<file path="src/rtl/keypad_pkg.sv">
// keypad_pkg: shared state encoding and key constants for the keypad emulator.
package keypad_pkg;
    typedef enum logic [2:0] {S_IDLE, S_BOUNCE_IN, S_HOLD, S_BOUNCE_OUT, S_GAP} state_t;
    localparam logic [3:0] KEY_STAR = 4'd10;
    localparam logic [3:0] KEY_HASH = 4'd11;
    localparam logic [3:0] KEY_NONE = 4'hF;
    localparam int NUM_COLS = 3;
    localparam int NUM_ROWS = 4;
endpackage

</file>
<file path="src/rtl/keypad_key_map.sv">
// keypad_key_map: key code to (column, row) of the 3x4 keypad; code_ok flags codes 0-11.
module keypad_key_map
    import keypad_pkg::*;
(
    input  logic [3:0] i_code,
    output logic [1:0] o_col,
    output logic [1:0] o_row,
    output logic       o_code_ok
);
    always_comb begin
        o_col = 2'd0;
        o_row = 2'd0;
        o_code_ok = 1'b1;
        case (i_code)
            4'd1:     begin o_col = 2'd0; o_row = 2'd0; end
            4'd2:     begin o_col = 2'd1; o_row = 2'd0; end
            4'd3:     begin o_col = 2'd2; o_row = 2'd0; end
            4'd4:     begin o_col = 2'd0; o_row = 2'd1; end
            4'd5:     begin o_col = 2'd1; o_row = 2'd1; end
            4'd6:     begin o_col = 2'd2; o_row = 2'd1; end
            4'd7:     begin o_col = 2'd0; o_row = 2'd2; end
            4'd8:     begin o_col = 2'd1; o_row = 2'd2; end
            4'd9:     begin o_col = 2'd2; o_row = 2'd2; end
            KEY_STAR: begin o_col = 2'd0; o_row = 2'd3; end
            4'd0:     begin o_col = 2'd1; o_row = 2'd3; end
            KEY_HASH: begin o_col = 2'd2; o_row = 2'd3; end
            default:  o_code_ok = 1'b0;
        endcase
    end
endmodule

</file>
<file path="src/rtl/keypad_emulator.sv">
// keypad_emulator: presses one commanded key with bounce, hold and release gap,
// answering the scanner's column select with the key's row line combinationally.
module keypad_emulator
    import keypad_pkg::*;
#(
    parameter int BOUNCE_CYCLES = 4,
    parameter int HOLD_CYCLES   = 64,
    parameter int GAP_CYCLES    = 32,
    parameter int CNT_W         = 8
) (
    input  logic                clk,
    input  logic                rst,
    input  logic [3:0]          key_code,
    input  logic                key_valid,
    output logic                key_ready,
    input  logic [NUM_COLS-1:0] column_sel,
    output logic [NUM_ROWS-1:0] scan_data,
    output logic                busy,
    output logic                done,
    output logic                err
);
    state_t           r_state, w_next;
    logic [CNT_W-1:0] r_cnt;
    logic [1:0]       r_col, r_row, w_col, w_row;
    logic             w_ok, w_accept, w_press, r_done, r_err;

    keypad_key_map u_map (.i_code(key_code), .o_col(w_col), .o_row(w_row), .o_code_ok(w_ok));

    assign w_accept = key_valid && key_ready;

    // Only the decoded position is kept; later key_code changes are ignored.
    always_ff @(posedge clk) begin
        if (rst) begin
            r_state <= S_IDLE;
            r_cnt   <= '0;
            r_col   <= 2'd0;
            r_row   <= 2'd0;
            r_done  <= 1'b0;
            r_err   <= 1'b0;
        end else begin
            r_state <= w_next;
            r_cnt   <= (w_next != r_state || r_state == S_IDLE) ? '0 : r_cnt + 1'b1;
            r_done  <= r_state == S_GAP && w_next == S_IDLE;
            r_err   <= w_accept && !w_ok;
            if (w_accept) begin
                r_col <= w_col;
                r_row <= w_row;
            end
        end
    end

    always_comb begin
        w_next = r_state;
        case (r_state)
            S_IDLE:       if (w_accept) w_next = w_ok ? S_BOUNCE_IN : S_GAP;
            S_BOUNCE_IN:  if (r_cnt == CNT_W'(BOUNCE_CYCLES - 1)) w_next = S_HOLD;
            S_HOLD:       if (r_cnt == CNT_W'(HOLD_CYCLES - 1)) w_next = S_BOUNCE_OUT;
            S_BOUNCE_OUT: if (r_cnt == CNT_W'(BOUNCE_CYCLES - 1)) w_next = S_GAP;
            S_GAP:        if (r_cnt == CNT_W'(GAP_CYCLES - 1)) w_next = S_IDLE;
            default:      w_next = S_IDLE;
        endcase
    end

    // Bounce phases chatter on counter parity, starting pressed.
    always_comb begin
        w_press   = (r_state == S_HOLD) ||
                    ((r_state == S_BOUNCE_IN || r_state == S_BOUNCE_OUT) && !r_cnt[0]);
        key_ready = r_state == S_IDLE;
        busy      = !key_ready;
        done      = r_done;
        err       = r_err;
        scan_data = (w_press && |(column_sel & (NUM_COLS'(1) << r_col))) ?
                    NUM_ROWS'(1) << r_row : '0;
    end
endmodule

</file>
<file path="config.mk">
export PLATFORM = sky130hd
export DESIGN_NAME = keypad_emulator
export DESIGN_NICKNAME = d
export VERILOG_FILES = /design/src/rtl/keypad_pkg.sv /design/src/rtl/keypad_key_map.sv /design/src/rtl/keypad_emulator.sv
export SDC_FILE = /design/constraint.sdc
export NUM_CORES = 1
export LEC_CHECK = 0
export CORE_MARGIN = 5
export CORE_UTILIZATION = 54
export DETAILED_ROUTE_END_ITERATION = 7
export GPL_TIMING_DRIVEN = 0
export PLACE_DENSITY = 0.85
export SLEW_MARGIN = 25
export SYNTH_ARGS = -nofsm -noshare
export SYNTH_HDL_FRONTEND = slang
export SYNTH_SLANG_ARGS = --single-unit
</file>
<file path="constraint.sdc">
create_clock -name clk -period 3 [get_ports clk]
set_input_delay 0.3 -clock clk [delete_from_list [all_inputs] [get_ports clk]]
set_output_delay 0.3 -clock clk [all_outputs]
set_load 0.05 [all_outputs]
</file>
==> results.md, run 1 <==
- Register area: approximately 340 µm²
- PostCTS Resize Cnt: 0
- CTS tree: yes
- Worst path bufs/invs: 2
- Fin crit share: 81.8%
- Slew Viols, Final: 0
- Post-Syn Nets: 120
- Min-Delay Path Class: input port to flip-flop
- Ratio of cells with drive above 1 in the final layout: between 10% and 20%
- Fill cells: 142
- Post-CTS Setup Bufs: 0
- Period minus WS final: approximately 2.5 ns
- Total power: 0.466 mW
- R2R depth: 5
- First-pass GRT wire length: ~3300 µm
- Max cap viols: 0
- Hold Path End: r_cnt[1]$_SDFF_PP0_
- Root buf cell: clkbuf_4
- GR Util All Layers: 16.3%
- Leak: 0.399 nW
- Fin. Hold Viols: 0
- Area Growth Syn to Fin: 21.7%
- Critical path's top delay family: buffers and inverters
- I/O Buffers: 15
- Cts bufs inserted: 3
- Initial antenna violation count: 0
- Hold path cells: 2
- Commonest cells after routing, fill and taps aside: 17 x dfxtp_1, 15 x clkdlybuf4s50_1, 9 x nor2_1, 7 x nand3_1, 7 x nor4_1
- PD cells: between 300 and 400 mW/mm²
- Hpwl dp: approximately 1500 µm
- Max stage delay on crit path: approximately 0.84 ns
- Clock Pin Slew Worst Setup and Hold Paths: ~0.090 ns
- Core area: 0.00171 mm²
- Final net count: 140
- H-tree depth: 1
- DRT antenna net count: 0
- Grt ovf: 0
- R2R Setup Slk: 1.37 ns
- Most common cell after layout, fill and taps aside: dfxtp_1
- Total negative slack: 0 ns
- CP cell instances: clkdlybuf4s50_1 > mux2i_1 > o21ai_0 > nand2_1 > nor3_1 > clkdlybuf4s50_1
- Diodes inserted: 0
- Largest net degree at the start of global routing: 11
- Multi-input gate area: 578 µm²
- Initial Util: a little under three fifths
- Syn. warnings: 0
- CP most frequent cell: clkdlybuf4s50_1
- Placement-stage cell area: roughly 0.0011 mm²
- Core Rows: 15
- Syn avg cell area: 8.83 µm²
- # DRC: 0
- Worst path required time: 2.70 ns
- Die width: 52.2 µm
- Die height: between 50 and 60 µm
- # setup viols final: 0
- Number of global-route vias before repair: slightly below 800
- Total number of clock tree sinks: 17
- RD Place Congestion: 0.790
- RSZ-0062 raised after global routing: false
- Distinct cells, synth: 44
- Startpoint type of the worst setup path: input port
- Final clock skew: 0.00769 ns
- Via count: around 860
- Cell area after layout: 0.00117 mm²
- IO Pins: 18
- Worst setup path category: input port to primary output
- Mapped Cells: 109
- Worst R2R End: r_cnt[2]$_SDFF_PP0_
- Fmax achieved: between 400 and 500 MHz
- Clock network latency to the later pin of the worst-skew pair: 0.29 ns
- Initial DRT Pass Iterations: 4
- Clock Tree Buf Depth: 2
- Worst path arrival time: between 2 and 2.5 ns
- Synthesized area: 962 µm²
- Status: completed
- Die area: 0.00273 mm²
- Reg2Reg Launch Point: r_cnt[0]$_SDFF_PP0_
- Max_slew headroom: 66.2%
- CTS Hold Bufs: 0
- Max IR drop VDD: 0.000296 V
- Seq cells post-synth: 17
- Routed vias/inst: between 5 and 6
- Drt initial violations: 19
- Crit Path Max Fanout: 2
- Hold Crit Start: rst
- Worst Setup End Kind: primary output
- Register area share after synthesis: 35.4%
- Wire length per cell: ~13 µm
- Slowest CP cell: clkdlybuf4s50_1
- Worst-Margin Slew: 0.506 ns
- Final Routed Wirelength: 1920 µm
-- cell type report --
type	count	area share, %
tap	25	2.67
clock buffer	3	1.92
timing repair buffer	15	12.8
sequential	17	29.1
multi-input combinational	81	49.4
inverter	6	1.92
buffer	5	1.82
clock inverter	1	0.427
-- how the worst max path moves through the flow --
stage               cells after the start  slack [ns]                  start           end
floorplan                               4        0.92  r_state[0]$_SDFF_PP0_  scan_data[0]
CTS                                     6        0.50          column_sel[1]  scan_data[2]
global route                            5        0.43  r_state[0]$_SDFF_PP0_  scan_data[0]
detailed placement                      6        0.50          column_sel[1]  scan_data[2]
finish                                  6        0.55          column_sel[1]  scan_data[2]
global placement                        6        0.61          column_sel[1]  scan_data[2]
-- sequential cells by signal, summed over array words and instances (netlist names) --
| register | count |
|---|---|
| r_cnt | 8 |
| r_state | 3 |
| r_col | 2 |
| r_row | 2 |
| done | 1 |
| err | 1 |
-- through the flow --
step / utilization (%) / setup slack [ns] / cells / hold WS [ns]
5_1_grt: 68.6 / 0.425 / 153 / 0.461
3_3_place_gp: 67.0 / 0.609 / 149 / 0.478
3_5_place_dp: 67.0 / 0.502 / 149 / 0.481
6_report: 68.6 / 0.546 / 153 / 0.422
2_1_floorplan: - / 0.916 / 109 / 0.439
4_1_cts: 68.6 / 0.500 / 153 / 0.427
-- report_power, final --
group	switching [mW]	total [mW]	internal, mW
Combinational	0.0581	0.0999	0.0418
Clock	0.0721	0.122	0.0497
Sequential	0.00950	0.244	0.235
-- synth_stat cells (all sizes together) --
cell	instances	area share (%)
a211oi	2	1.6
a21oi	4	2.5
a22oi	2	1.6
a2bb2oi	1	0.91
a311oi	2	1.8
a31oi	1	0.65
a32oi	1	2.9
a41oi	1	1.7
and2b	1	0.91
and3	5	3.4
buf	2	0.91
clkbuf	3	1.3
dfxtp	17	35
ha	1	1.3
inv	6	2.3
maj3	1	1.2
mux2i	2	2.1
nand2	6	2.6
nand2b	2	1.3
nand3	7	3.6
nand3b	1	0.78
nand4	2	1.3
nand4b	1	0.91
nor2	9	3.5
nor2b	1	0.65
nor3	5	3.1
nor4	7	4.6
nor4b	3	4.9
o211ai	1	0.78
o21ai	2	1.0
or2	1	0.65
or2b	1	0.78
or3	1	0.78
xnor2	5	4.6
xor2	2	1.8
-- kinds of logic (layout without fill, tap and decap cells) --
group	count (synthesis)	in the layout	synth area share [%]
flip-flops	17	17	35.4
buffers and inverters	11	30	4.55
XOR/XNOR	7	7	6.37
adder cells (fa/ha/maj)	2	2	2.47
AO/OA/AOI/OAI	17	17	15.3
AND/OR/NAND/NOR	53	53	33.8
multiplexers	2	2	2.08
-- worst register-to-register path, stage by stage (launching register included) --
cell,delay (ns)
dfxtp_1,0.38
ha_1,0.24
and3_2,0.25
nand3_1,0.15
a21oi_2,0.40
nor4_1,0.10
-- metal layers --
| metal | share of wire (%) | vias up | track usage, % |
|---|---|---|---|
| met4 | 1.6 | 0 | 7.66 |
| met3 | 4.8 | 4 | 3.13 |
| met1 | 46 | 395 | 20.0 |
| met2 | 47 | 21 | 27.2 |
| met5 | 0 | - | 0 |
| li1 | - | 443 | - |
No activity file was read; power rests on OpenSTA's default activity.
==> run 2, diff against run 1 <==
--- a/config.mk
+++ b/config.mk
@@ -6,10 +6,10 @@
 export NUM_CORES = 1
 export LEC_CHECK = 0
 export CORE_MARGIN = 5
-export CORE_UTILIZATION = 54
+export CORE_UTILIZATION = 50
 export DETAILED_ROUTE_END_ITERATION = 7
 export GPL_TIMING_DRIVEN = 0
-export PLACE_DENSITY = 0.85
+export PLACE_DENSITY = 0.8
 export SLEW_MARGIN = 25
 export SYNTH_ARGS = -nofsm -noshare
 export SYNTH_HDL_FRONTEND = slang
==> constraint.sdc (replaced) <==
create_clock -name clk -period 2.3 [get_ports clk]
set_input_delay 0.23 -clock clk [delete_from_list [all_inputs] [get_ports clk]]
set_output_delay 0.23 -clock clk [all_outputs]
set_load 0.05 [all_outputs]
==> results.md, run 2 (same netlist as run 1, synthesis figures left out) <==
- Status: completed
- Crit Path Max Fanout: 8 (+6)
- Final Routed Wirelength: 1910 µm (-0.21%)
- Final clock skew: 0.00157 ns (-0.00612 ns)
- Final cell count without fillers: 153 (unchanged)
- Worst R2R End: r_cnt[6]$_SDFF_PP0_
- H-tree depth: 1 (unchanged)
- Dpl cells: 149 (unchanged)
- Area Growth Syn to Fin: 21.8%
- PD cells: 514 mW/mm² (+29%)
- Die height: 53.9 µm (+3.2%)
- First-pass GRT wire length: 3400 µm (+1.6%)
- GR Util All Layers: 15.7% (-0.59 points)
- Cell area after layout: 0.00117 mm² (+0.11%)
- Commonest cells after routing, fill and taps aside: 17 x dfxtp_1, 11 x clkdlybuf4s50_1, 9 x nor2_1, 7 x nand3_1, 7 x nor4_1
- RD Place Congestion: 0.831 (+5.2%)
- Via count: 859 (-0.46%)
- Routed vias/inst: 5.61 (-0.46%)
- Placement-stage cell area: 0.00114 mm² (unchanged)
- Worst Setup End Kind: primary output
- Max cap viols: 0 (unchanged)
- Hold path cells: 2 (unchanged)
- Startpoint type of the worst setup path: flip-flop
- Initial DRT Pass Iterations: 4 (unchanged)
- Number of global-route vias before repair: 798 (+1.8%)
- I/O Buffers: 15 (unchanged)
- Clock network latency to the later pin of the worst-skew pair: 0.28 ns (about the same)
- Final net count: 140 (unchanged)
- Initial antenna violation count: 0 (unchanged)
- Leak: 0.443 nW (+11%)
- Grt ovf: 0 (unchanged)
- IO Pins: 18 (unchanged)
- Period minus WS final: 2.06 ns
- # DRC: 0 (unchanged)
- Drt initial violations: 29 (+10)
- Die width: 53.9 µm (+3.2%)
- Clock Tree Buf Depth: 2 (unchanged)
- Die area: 0.00290 mm² (+6.4%)
- CP cell instances: nor2_1 > nand2_1 > inv_1 > clkdlybuf4s50_1
- Pre-CTS WS: -0.0300 ns (-0.532 ns)
- Worst setup path category: flip-flop to primary output
- Total number of clock tree sinks: 17 (unchanged)
- Max IR drop VDD: 0.000315 V (+6.5%)
- Slew Viols, Final: 0 (unchanged)
- Worst-Margin Slew: 0.509 ns (+0.00267 ns)
- Hpwl dp: 1480 µm (-1.0%)
- Core Rows: 15 (unchanged)
- Slowest CP cell: clkdlybuf4s50_1
- Hold Crit Start: rst
- Hold Path End: r_cnt[1]$_SDFF_PP0_
- Diodes inserted: 0 (unchanged)
- Fin. Hold Viols: 0 (unchanged)
- RSZ-0062 raised after global routing: false
- Worst path required time: 2.07 ns (-0.63 ns)
- Largest regs: r_cnt: 8 flops, r_state: 3 flops
- Fill cells: 153 (+7.7%)
- Root buf cell: clkbuf_4
- Largest net degree at the start of global routing: 11 (unchanged)
- Wire length per cell: 12.5 µm (-0.21%)
- Initial Util: 54.0% (-2.4 points)
- Fmax achieved: 485 MHz
- Reg2Reg Launch Point: r_cnt[0]$_SDFF_PP0_
- Fin crit share: roughly nine tenths
- CTS tree: yes
- R2R depth: 5 (unchanged)
- Min-Delay Path Class: input port to flip-flop
- R2R Setup Slk: 0.69 ns (-0.68 ns)
- Most common cell after layout, fill and taps aside: dfxtp_1
- Max stage delay on crit path: 0.79 ns (-0.05 ns)
- Cts bufs inserted: 3 (unchanged)
- Number of flip-flops in the largest register: 8 (unchanged)
- Total negative slack: 0 ns (unchanged)
- # setup viols final: 0 (unchanged)
- Final worst slack: 0.238 ns (-0.307 ns)
- Ratio of cells with drive above 1 in the final layout: 13.3% (-0.78 points)
- Clock Pin Slew Worst Setup and Hold Paths: 0.09 ns (about the same)
- Max_slew headroom: 66.0% (-0.13 points)
- Reg with most FFs: r_cnt
- DRT antenna net count: 0 (unchanged)
- Worst path arrival time: 1.83 ns (-0.32 ns)
- Core area: 0.00178 mm² (+4.4%)
## run 2: how the worst max path moves through the flow
| stage | startpoint | end | slack (ns) | cells past startpoint |
|---|---|---|---|---|
| detailed placement | column_sel[1] | scan_data[0] | -0.03 | 6 |
| global route | r_state[0]$_SDFF_PP0_ | scan_data[0] | 0.02 | 5 |
| floorplan | r_state[0]$_SDFF_PP0_ | scan_data[0] | 0.29 | 4 |
| global placement | column_sel[1] | scan_data[2] | 0.05 | 6 |
| finish | r_state[0]$_SDFF_PP0_ | key_ready | 0.24 | 4 |
| CTS | r_state[0]$_SDFF_PP0_ | scan_data[1] | 0.0006 | 5 |
## run 2: what timing repair did
action | CTS | global route
hold buffers | 0 | 0
setup buffers | 0 | 0
resized for setup | 2 | 2
pin swaps | 0 | 0
endpoints found under the setup margin | 2 | 2
## run 2: stage by stage
| stage | power (mW) | hold slack (ns) | utilization [%] |
|---|---|---|---|
| after global routing | 0.641 | 0.382 | 65.8 |
| after detailed placement | 0.457 | 0.473 | 64.1 |
| after floorplan | 0.413 | 0.378 | - |
| final | 0.602 | 0.372 | 65.8 |
| after global placement | 0.454 | 0.477 | 64.1 |
| after CTS | 0.607 | 0.370 | 65.5 |
## run 2: report_power, final
group	leakage (nW)	switching, mW	internal (mW)	total (mW)
Combinational	0.290	0.0766	0.0536	0.130
Clock	0.0150	0.0858	0.0672	0.153
Sequential	0.138	0.0130	0.306	0.319
## run 2: layout make-up
| class | count | area, µm² | share of cell area [%] |
|---|---|---|---|
| clock buffer | 4 | 26.3 | 2.24 |
| timing repair buffer | 15 | 153 | 13.0 |
| multi-input combinational | 81 | 578 | 49.3 |
| buffer | 5 | 21.3 | 1.81 |
| inverter | 6 | 22.5 | 1.92 |
| tap | 25 | 31.3 | 2.67 |
| sequential | 17 | 340 | 29.0 |
## run 2: critical path: cells and delay by family (launching register included)
family                 cells  cell delay, ns
AND/OR/NAND/NOR            2            0.31
flip-flops                 1            0.39
buffers and inverters      2            0.85
## run 2: metal layers
metal  vias up  global-route usage (%)  routed length [µm]
li1        436                       -                   -
met1       401                    20.0                 926
met2        18                    25.4                 862
met3         4                    3.60                 102
met4         0                    5.96                  23
met5         -                       0                   0
==> run 3, diff against run 2 <==
--- a/config.mk
+++ b/config.mk
@@ -5,11 +5,12 @@
 export SDC_FILE = /design/constraint.sdc
 export NUM_CORES = 1
 export LEC_CHECK = 0
-export CORE_MARGIN = 5
-export CORE_UTILIZATION = 50
+export CORE_MARGIN = 2
+export CORE_UTILIZATION = 35
+export CTS_CLUSTER_DIAMETER = 80
 export DETAILED_ROUTE_END_ITERATION = 7
 export GPL_TIMING_DRIVEN = 0
-export PLACE_DENSITY = 0.8
+export PLACE_DENSITY = 0.6
 export SLEW_MARGIN = 25
 export SYNTH_ARGS = -nofsm -noshare
 export SYNTH_HDL_FRONTEND = slang
==> results.md, run 3 (same netlist as run 1, synthesis figures left out) <==
- Status: completed
- Fin crit share: 91.7% (+2.1 points)
- CTS Hold Bufs: 0 (unchanged)
- First-pass GRT wire length: 3570 µm (+5.1%)
- Worst-Margin Slew: 0.496 ns (-0.0123 ns)
- Psw: 0.178 mW (+1.6%)
- Fill cells: 273 (+78%)
- Sequential share of power: 52.7% (-0.3 points)
- Largest net degree at the start of global routing: 11 (unchanged)
- Max cap viols: 0 (unchanged)
- Routed vias/inst: 5.43 (-3.3%)
- Clock Tree Buf Depth: 2 (unchanged)
- Min-Delay Path Class: input port to flip-flop
- Total number of clock tree sinks: 17 (unchanged)
- CTS tree: yes
- Cts bufs inserted: 3 (unchanged)
- Root buf cell: clkbuf_4
- Pre-CTS WS: -0.0582 ns (-0.0282 ns)
- Die width: 56.4 µm (+4.8%)
- Drt initial violations: 33 (+14%)
- Period minus WS final: 2.11 ns (+0.0480 ns)
- Leak: 0.412 nW (-7.0%)
- Final clock skew: 0.00957 ns (+0.00800 ns)
- Core Rows: 19 (+4)
- I/O Buffers: 15 (unchanged)
- Wire length per cell: 12.3 µm (-1.7%)
- Worst path arrival time: 1.88 ns (+0.05 ns)
- Number of global-route vias before repair: 762 (-4.5%)
- Number of flip-flops in the largest register: 8 (unchanged)
- Initial DRT Pass Iterations: 4 (unchanged)
- Pint: 0.427 mW (about the same)
- Max_slew headroom: 66.8% (+0.77 points)
- Core area: 0.00269 mm² (+51%)
- Final worst slack: 0.190 ns (-0.0480 ns)
- Worst path bufs/invs: 2 (unchanged)
- Register area: 340 µm² (unchanged)
- Startpoint type of the worst setup path: flip-flop
- Gate power share: 21.6% (about the same)
- IO Pins: 18 (unchanged)
- Most common cell after layout, fill and taps aside: dfxtp_1
- Multi-input gate area: 578 µm² (unchanged)
- Diodes inserted: 0 (unchanged)
- PD cells: 515 mW/mm² (+0.36%)
- H-tree depth: 1 (unchanged)
- Die height: 56.4 µm (+4.8%)
- Fmax achieved: 474 MHz (-2.3%)
- Reg with most FFs: r_cnt
- Critical path's top delay family: buffers and inverters
- Commonest cells after routing, fill and taps aside: 17 x dfxtp_1, 11 x clkdlybuf4s50_1, 9 x nor2_1, 7 x nand3_1, 7 x nor4_1
- # setup viols final: 0 (unchanged)
- Initial antenna violation count: 0 (unchanged)
- DRT antenna net count: 0 (unchanged)
- Ratio of cells with drive above 1 in the final layout: 13.3% (unchanged)
- Worst Setup End Kind: primary output
- Final Routed Wirelength: 1960 µm (+2.1%)
- Grt ovf: 0 (unchanged)
- Placement-stage cell area: 0.00115 mm² (+0.66%)
- CP cell instances: nor2_1 > nand2_1 > inv_1 > clkdlybuf4s50_1
- Fin util: 43.7% (-22 points)
- GR Util All Layers: 14.0% (-1.7 points)
- Worst setup path category: flip-flop to primary output
- Crit Path Max Fanout: 8 (unchanged)
- Via count: 863 (+0.47%)
- Worst path required time: 2.07 ns (about the same)
- Total power: 0.605 mW (+0.46%)
- # DRC: 0 (unchanged)
- Hpwl dp: 1530 µm (+3.3%)
- Final net count: 140 (unchanged)
- Slowest CP cell: clkdlybuf4s50_1
- Slew Viols, Final: 0 (unchanged)
- RSZ-0062 raised after global routing: false
- Sw Share: 29.4% (+0.33 points)
- Max IR drop VDD: 0.000250 V (-21%)
- Clock Pin Slew Worst Setup and Hold Paths: 0.10 ns (about the same)
- Largest regs: r_cnt: 8 flops, r_state: 3 flops
- Area Growth Syn to Fin: 22.0%
- Clock power frac: 25.7% (+0.3 points)
- Max stage delay on crit path: 0.79 ns (about the same)
- Cell area after layout: 0.00117 mm² (+0.11%)
- Clock network latency to the later pin of the worst-skew pair: 0.29 ns (about the same)
- Initial Util: 35.8% (-18 points)
- RD Place Congestion: 0.789 (-5.1%)
- Fin. Hold Viols: 0 (unchanged)
- Die area: 0.00318 mm² (+9.8%)
-- run 3: power groups by stage --
stage / combinational, mW / clock, mW / sequential, mW
after CTS: 0.132 / 0.166 / 0.319
after global placement: 0.130 / 0 / 0.325
after detailed placement: 0.132 / 0 / 0.326
after floorplan: 0.0891 / 0 / 0.324
final: 0.130 / 0.156 / 0.319
after global routing: 0.144 / 0.181 / 0.321
-- run 3: layer usage --
layer | track usage [%] | vias up | part of all wire (%)
met3 | 3.69 | 2 | 5.0
met2 | 22.4 | 17 | 48
met4 | 5.10 | 0 | 0.61
met1 | 17.9 | 404 | 46
li1 | - | 440 | -
met5 | 0 | - | 0
-- run 3: area by class of cell --
class                   instances  area share (%)
flip-flops and latches         17            29.0
multi-input cells              81            49.3
plain buffers                   5            1.81
clock buffers                   4            2.24
repair buffers                 15            12.5
well taps                      31            3.30
inverters                       6            1.92
-- run 3: path summary, 6_finish.rpt --
kind	from	endpoint	slack, ns	cells after the start
min reg2reg	r_cnt[0]$_SDFF_PP0_	r_cnt[0]$_SDFF_PP0_	0.51	1
max reg2reg	r_cnt[0]$_SDFF_PP0_	r_cnt[6]$_SDFF_PP0_	0.61	5
max	r_state[0]$_SDFF_PP0_	key_ready	0.19	4
min	rst	r_cnt[1]$_SDFF_PP0_	0.37	2
-- run 3: timing repair --
| action | 4_1_cts | 5_1_grt |
|---|---|---|
| setup buffers | 0 | 0 |
| endpoints found under the setup margin | 4 | 1 |
| resized for setup | 4 | 1 |
-- run 3: stage by stage --
stage | setup TNS, ns | hold slack [ns] | cells
floorplan | 0 | 0.378 | 109
global placement | 0 | 0.486 | 155
detailed placement | -0.0649 | 0.506 | 155
CTS | 0 | 0.355 | 159
global route | 0 | 0.374 | 159
finish | 0 | 0.369 | 159
-- run 3: worst reg2reg max path: stages, from the launching register on --
cell and delay, ns:
dfxtp_1 0.40, ha_1 0.23, and3_2 0.25, nand3_1 0.18
a21oi_2 0.42, nor4_1 0.10
